File: src/rtl/regfile_pkg.sv
//------------------------------------------------------------------------------
// Module   : regfile_pkg
// Brief    : Shared constants and types for the register-file write-back slice.
// Revision : 1.0 - initial release
//------------------------------------------------------------------------------
`default_nettype none

package regfile_pkg;

    localparam int REG_ADDR_W = 5;
    localparam int REG_DATA_W = 32;
    localparam int NUM_REGS   = 1 << REG_ADDR_W;

    typedef logic [REG_ADDR_W-1:0] reg_addr_t;
    typedef logic [REG_DATA_W-1:0] reg_data_t;

    typedef struct packed {
        logic      valid;
        reg_addr_t addr;
        reg_data_t data;
    } wb_req_t;

    typedef enum logic [1:0] {
        GNT_NONE = 2'd0,
        GNT_REQ0 = 2'd1,
        GNT_REQ1 = 2'd2
    } grant_t;

endpackage

`default_nettype wire

File: src/rtl/regfile_wb_ctrl_rr_arb2.sv
//------------------------------------------------------------------------------
// Module   : rr_arb2
// Brief    : Two-requester round-robin arbiter with hold; ready is combinational.
// Revision : 1.0 - initial release
//------------------------------------------------------------------------------
`default_nettype none

module rr_arb2
    import regfile_pkg::*;
(
    input  logic   clk,
    input  logic   reset,
    input  logic   hold,
    input  logic   req0_valid,
    input  logic   req1_valid,
    output logic   req0_ready,
    output logic   req1_ready,
    output grant_t grant
);

    // 1 means req1 was granted last, so req0 wins the next tie
    logic last_grant_q;
    logic last_grant_d;

    always_comb begin
        grant        = GNT_NONE;
        last_grant_d = last_grant_q;
        if (!hold) begin
            if (req0_valid && req1_valid) begin
                grant = last_grant_q ? GNT_REQ0 : GNT_REQ1;
            end else if (req0_valid) begin
                grant = GNT_REQ0;
            end else if (req1_valid) begin
                grant = GNT_REQ1;
            end
        end
        if (grant == GNT_REQ0) begin
            last_grant_d = 1'b0;
        end else if (grant == GNT_REQ1) begin
            last_grant_d = 1'b1;
        end
    end

    assign req0_ready = (grant == GNT_REQ0);
    assign req1_ready = (grant == GNT_REQ1);

    always_ff @(posedge clk or posedge reset) begin
        if (reset) begin
            last_grant_q <= 1'b1;
        end else begin
            last_grant_q <= last_grant_d;
        end
    end

endmodule

`default_nettype wire

File: src/rtl/regfile_wb_ctrl.sv
//------------------------------------------------------------------------------
// Module   : regfile_wb_ctrl
// Brief    : Write-port arbiter and pending-write scoreboard for the register
//            file. Optional forwarding outputs under REGFILE_WB_FWD_EN.
// Revision : 1.0 - initial release
//------------------------------------------------------------------------------
`default_nettype none

module regfile_wb_ctrl
    import regfile_pkg::*;
#(
    parameter int WIDTH_ADDR = REG_ADDR_W,
    parameter int WIDTH_DATA = REG_DATA_W
) (
    input  logic                       clk,
    input  logic                       reset,
    input  logic                       wb_hold,
    input  logic                       req0_valid,
    input  logic [WIDTH_ADDR-1:0]      req0_addr,
    input  logic [WIDTH_DATA-1:0]      req0_data,
    output logic                       req0_ready,
    input  logic                       req1_valid,
    input  logic [WIDTH_ADDR-1:0]      req1_addr,
    input  logic [WIDTH_DATA-1:0]      req1_data,
    output logic                       req1_ready,
    input  logic                       sb_set,
    input  logic [WIDTH_ADDR-1:0]      sb_addr,
    input  logic [WIDTH_ADDR-1:0]      ra1,
    input  logic [WIDTH_ADDR-1:0]      ra2,
    output logic                       hazard1,
    output logic                       hazard2,
    output logic                       we3,
    output logic [WIDTH_ADDR-1:0]      wa3,
    output logic [WIDTH_DATA-1:0]      wd3,
    output logic                       sb_err,
`ifdef REGFILE_WB_FWD_EN
    output logic                       fwd1_valid,
    output logic                       fwd2_valid,
    output logic [WIDTH_DATA-1:0]      fwd1_data,
    output logic [WIDTH_DATA-1:0]      fwd2_data,
`endif
    output logic [(2**WIDTH_ADDR)-1:0] busy_vec
);

    localparam int c_NUM_ENTRIES = 2**WIDTH_ADDR;

    grant_t                   w_grant;
    logic                     we3_q, we3_d;
    logic [WIDTH_ADDR-1:0]    wa3_q, wa3_d;
    logic [WIDTH_DATA-1:0]    wd3_q, wd3_d;
    logic [c_NUM_ENTRIES-1:0] busy_vec_q, busy_vec_d;
    logic                     sb_err_q, sb_err_d;
    logic                     w_wb_hit1, w_wb_hit2;

    rr_arb2 u_arb (
        .clk        (clk),
        .reset      (reset),
        .hold       (wb_hold),
        .req0_valid (req0_valid),
        .req1_valid (req1_valid),
        .req0_ready (req0_ready),
        .req1_ready (req1_ready),
        .grant      (w_grant)
    );

    always_comb begin
        we3_d = 1'b0;
        wa3_d = wa3_q;
        wd3_d = wd3_q;
        if (w_grant == GNT_REQ0) begin
            we3_d = (req0_addr != '0);
            wa3_d = req0_addr;
            wd3_d = req0_data;
        end else if (w_grant == GNT_REQ1) begin
            we3_d = (req1_addr != '0);
            wa3_d = req1_addr;
            wd3_d = req1_data;
        end
    end

    // Clear is applied before set so a same-cycle set on that address wins.
    // Address 0 is never tracked, so it can neither set, clear nor raise an error.
    always_comb begin
        busy_vec_d = busy_vec_q;
        sb_err_d   = sb_err_q;
        if ((w_grant == GNT_REQ1) && (req1_addr != '0)) begin
            if (!busy_vec_q[req1_addr]) begin
                sb_err_d = 1'b1;
            end
            busy_vec_d[req1_addr] = 1'b0;
        end
        if (sb_set && (sb_addr != '0)) begin
            if (busy_vec_q[sb_addr]) begin
                sb_err_d = 1'b1;
            end
            busy_vec_d[sb_addr] = 1'b1;
        end
        busy_vec_d[0] = 1'b0;
    end

    always_ff @(posedge clk or posedge reset) begin
        if (reset) begin
            we3_q      <= 1'b0;
            wa3_q      <= '0;
            wd3_q      <= '0;
            busy_vec_q <= '0;
            sb_err_q   <= 1'b0;
        end else begin
            we3_q      <= we3_d;
            wa3_q      <= wa3_d;
            wd3_q      <= wd3_d;
            busy_vec_q <= busy_vec_d;
            sb_err_q   <= sb_err_d;
        end
    end

    assign we3      = we3_q;
    assign wa3      = wa3_q;
    assign wd3      = wd3_q;
    assign busy_vec = busy_vec_q;
    assign sb_err   = sb_err_q;

    // A write sitting on the port this cycle is not yet visible in the file
    assign w_wb_hit1 = we3_q && (wa3_q == ra1);
    assign w_wb_hit2 = we3_q && (wa3_q == ra2);

`ifdef REGFILE_WB_FWD_EN
    assign hazard1    = (ra1 != '0) && busy_vec_q[ra1];
    assign hazard2    = (ra2 != '0) && busy_vec_q[ra2];
    assign fwd1_valid = w_wb_hit1 && (ra1 != '0);
    assign fwd2_valid = w_wb_hit2 && (ra2 != '0);
    assign fwd1_data  = wd3_q;
    assign fwd2_data  = wd3_q;
`else
    assign hazard1 = (ra1 != '0) && (busy_vec_q[ra1] || w_wb_hit1);
    assign hazard2 = (ra2 != '0) && (busy_vec_q[ra2] || w_wb_hit2);
`endif

endmodule

`default_nettype wire

File: config.mk
export PLATFORM = sky130hd
export DESIGN_NAME = regfile_wb_ctrl
export DESIGN_NICKNAME = d
export VERILOG_FILES = /design/src/rtl/regfile_pkg.sv /design/src/rtl/regfile_wb_ctrl_rr_arb2.sv /design/src/rtl/regfile_wb_ctrl.sv
export SDC_FILE = /design/constraint.sdc
export NUM_CORES = 1
export LEC_CHECK = 0
export CORE_UTILIZATION = 45
export DETAILED_ROUTE_END_ITERATION = 7
export GPL_TIMING_DRIVEN = 0
export HOLD_SLACK_MARGIN = 0.06
export PLACE_DENSITY_LB_ADDON = 0.2
export REMOVE_ABC_BUFFERS = 1
export SLEW_MARGIN = 20
export SYNTH_ARGS = -nofsm -noshare
export SYNTH_HDL_FRONTEND = slang
export SYNTH_HIERARCHICAL = 1
export SYNTH_SLANG_ARGS = --single-unit
File: constraint.sdc
create_clock -name clk -period 4.62 [get_ports clk]
set_input_delay 1.386 -clock clk [delete_from_list [all_inputs] [get_ports clk]]
set_output_delay 1.386 -clock clk [all_outputs]
set_load 0.03 [all_outputs]
==> flow_summary.json <==
{
  "place_inst": 700,
  "drt_first_pass_iters": 5,
  "finalPower_mw": 2.636,
  "critPathMaxFanout": 5,
  "min_to": "wd3[8]",
  "min_period_ns": 4.476,
  "grt_usage": 0.2664,
  "final_net_count": 682,
  "rsz0062_at_grt": "false",
  "globalplace.congestion": 0.9210,
  "areaGrowthSynthToFinish_pct": 43.06,
  "drt_wl_total_um": 13500,
  "p_leak_nw": 2.494,
  "slowest_stage": "clkdlybuf4s50_1",
  "ir_drop_mv": 0.2408,
  "critPathCaptureType": "output pin",
  "pin_count": 170,
  "slew_headroom": 0.4205,
  "dp_hpwl_um": 10040,
  "startpoint_type": "input port",
  "hold_viol": 0,
  "max_stage_delay_ns": 0.51,
  "cts_sinks": 71,
  "yosys_warnings": 6,
  "crit_chain": "clkdlybuf4s50_1 -> xor2_1 -> nor4_1 -> nand3_1 -> a41oi_1 -> o211a_1 -> clkbuf_2",
  "grt.met2_usage": 0.4239,
  "cts_max_level": 3,
  "reg2reg_to": "wd3[7]",
  "multi_input_area_sq_um": 2491,
  "synth-edff-count": 0,
  "ys.flop_type": "dfrtp_1",
  "via_count": 4221,
  "fp.dieH_um": 101.4,
  "r2r-start": "u_arb/last_grant_q",
  "grt_max_degree": 56,
  "rows": 35,
  "hp-class": "reg -> reg",
  "vias_per_cell": 5.895,
  "worstHoldStart": "wd3[8]",
  "insertion_delay_ns": 0.34,
  "r2r_slack_ns": 2.42,
  "setup_violations": 0,
  "dieArea_sq_um": 10280,
  "yosysTopAreaCell": "dfrtp_1",
  "grt_use_met3": 0.05107,
  "grt_pass1_wl_um": 20580,
  "start_util": 0.4722,
  "layoutNonFillerInstCount": 716,
  "ys_ff_latch": 71,
  "p_per_area_nw_per_um2": 414.5,
  "cts_made_buffers": 9,
  "placedInstanceArea_sq_um": 6208,
  "die_x_um": 101.4,
  "drive_above_1_share": 0.09540,
  "async_flop_share": 1.000,
  "crit_type": "in -> out",
  "avgSynthCellArea_sq_um": 10.29,
  "seq_area_sq_um": 1778,
  "grt_busiest_layer": "met2",
  "use_met1": 0.3592,
  "final_cell_mix": "clkdlybuf4s50_1, o21ai_0, dfrtp_1",
  "fill_cells": 748,
  "num_antenna_cells": 0,
  "clock_skew_ns": 0.01080,
  "portBuffers": 168,
  "drt_iter0_markers": 292,
  "netlist_instances": 432,
  "worstPathArrival_ns": 3.09,
  "coreArea_sq_um": 9415,
  "clkSlewWorstSetupHoldPaths_ns": 0.08,
  "max_slew.worst_pin.slew_ns": 0.8665,
  "grt_pass1_vias": 3946,
  "min_period_over_period": 0.9689,
  "drcViolationCount": 0,
  "fmax_ghz": 0.2234,
  "antenna_found_initial": 0,
  "clock_tree.root_cell": "clkbuf_8",
  "status": "completed",
  "post-cts-setup-buffers": 0,
  "ff2ff_path_depth": 6,
  "cts_tree": "done",
  "maxSlewViolCount": 0,
  "worstPathRequired_ns": 3.23,
  "antenna_left": 0,
  "netlist.area_leader.share": 0.3940,
  "syn-cell-area_sq_um": 4446,
  "post_drt_wl_per_cell_um": 18.85,
  "synth_area_leaders": "dfrtp_1, mux4_2, mux2i_1",
  "cts_buffer_depth": 2,
  "final_common_cell": "clkdlybuf4s50_1",
  "yosysSeqAreaShare": 0.3999,
  "fin_area_sq_um": 6360,
  "whs_path_depth": 2,
  "grt_overflow": 0,
  "ys_types": 43,
  "drv_cap": 0
}
[synth_stat cells (6+ instances only)]
master / n
buf_2: 10
clkbuf_1: 17
dfrtp_1: 70
inv_1: 7
mux2i_1: 54
mux4_2: 25
nand2_1: 50
nand3_1: 11
nand3b_1: 7
nor2_1: 9
o21ai_0: 104
xnor2_1: 6
[worst max-delay path: cells and delay by family]
kind / cells / cell delay [ns]
AO/OA/AOI/OAI: 2 / 0.39
buffers and inverters: 2 / 0.72
AND/OR/NAND/NOR: 2 / 0.40
XOR/XNOR: 1 / 0.20
[sequential cells by signal (all words and copies together) (netlist names)]
signal              cells
busy_vec               31
wd3                    32
we3                     1
u_arb/last_grant_q      1
sb_err                  1
wa3                     5
[area by class of cell]
type                       count  share of cell area
inverter                       7            0.004525
sequential                    71              0.2796
clock inverter                 6            0.006099
multi-input combinational    322              0.3917
tap                          129             0.02538
clock buffer                  10             0.02007
timing repair buffer         171              0.2727
[cells by family after synthesis]
logic type | after synthesis | share of synthesized area
fa+ha+maj | 5 | 0.01407
flops | 71 | 0.3999
compound gates | 121 | 0.1452
buf+inv | 39 | 0.04081
other cells | 1 | 0.0008435
mux | 82 | 0.2660
simple gates | 103 | 0.1134
xor+xnor | 10 | 0.01970
[metrics by stage]
stage	TNS [ns]	worst slack, ns	utilization	hold WS [ns]
finish	0	0.1437	0.6755	0.4893
global route	0	0.06877	0.6755	0.5122
CTS	0	0.0008475	0.6764	0.4934
detailed placement	-1.525	-0.8701	0.6594	0.4734
global placement	-1.478	-0.8384	0.6514	0.4643
floorplan	0	0.5993	-	0.4524
[worst max path at each step]
stage	startpoint	endpoint	slack, ns	cells past startpoint
final	ra1[4]	hazard1	0.14	7
after global placement	ra2[0]	hazard2	-0.84	6
after detailed placement	ra2[0]	hazard2	-0.87	6
after CTS	ra1[4]	hazard1	0.0008	7
after floorplan	ra2[2]	hazard2	0.60	5
after global routing	ra2[1]	hazard2	0.07	7
[layer usage]
layer  routed length [um]  up-vias
li1                     -     1895
met3                 1226       37
met5                    0        -
met4                  319        0
met2                 6753      246
met1                 5195     2043
[where the power goes]
group | total (mW) | internal, mW | switching [mW]
clock network | 0.433 | 0.193 | 0.240
registers | 0.958 | 0.780 | 0.178
logic | 1.25 | 0.581 | 0.664
total | 2.64 | 1.55 | 1.08
[what timing repair did]
| action | CTS | global route |
|---|---|---|
| pin swaps | 0 | 0 |
| setup endpoints to repair | 2 | 2 |
| hold buffers | 0 | 0 |
| resized for setup | 24 | 4 |
Note: power is estimated with default switching activity, not from simulation.
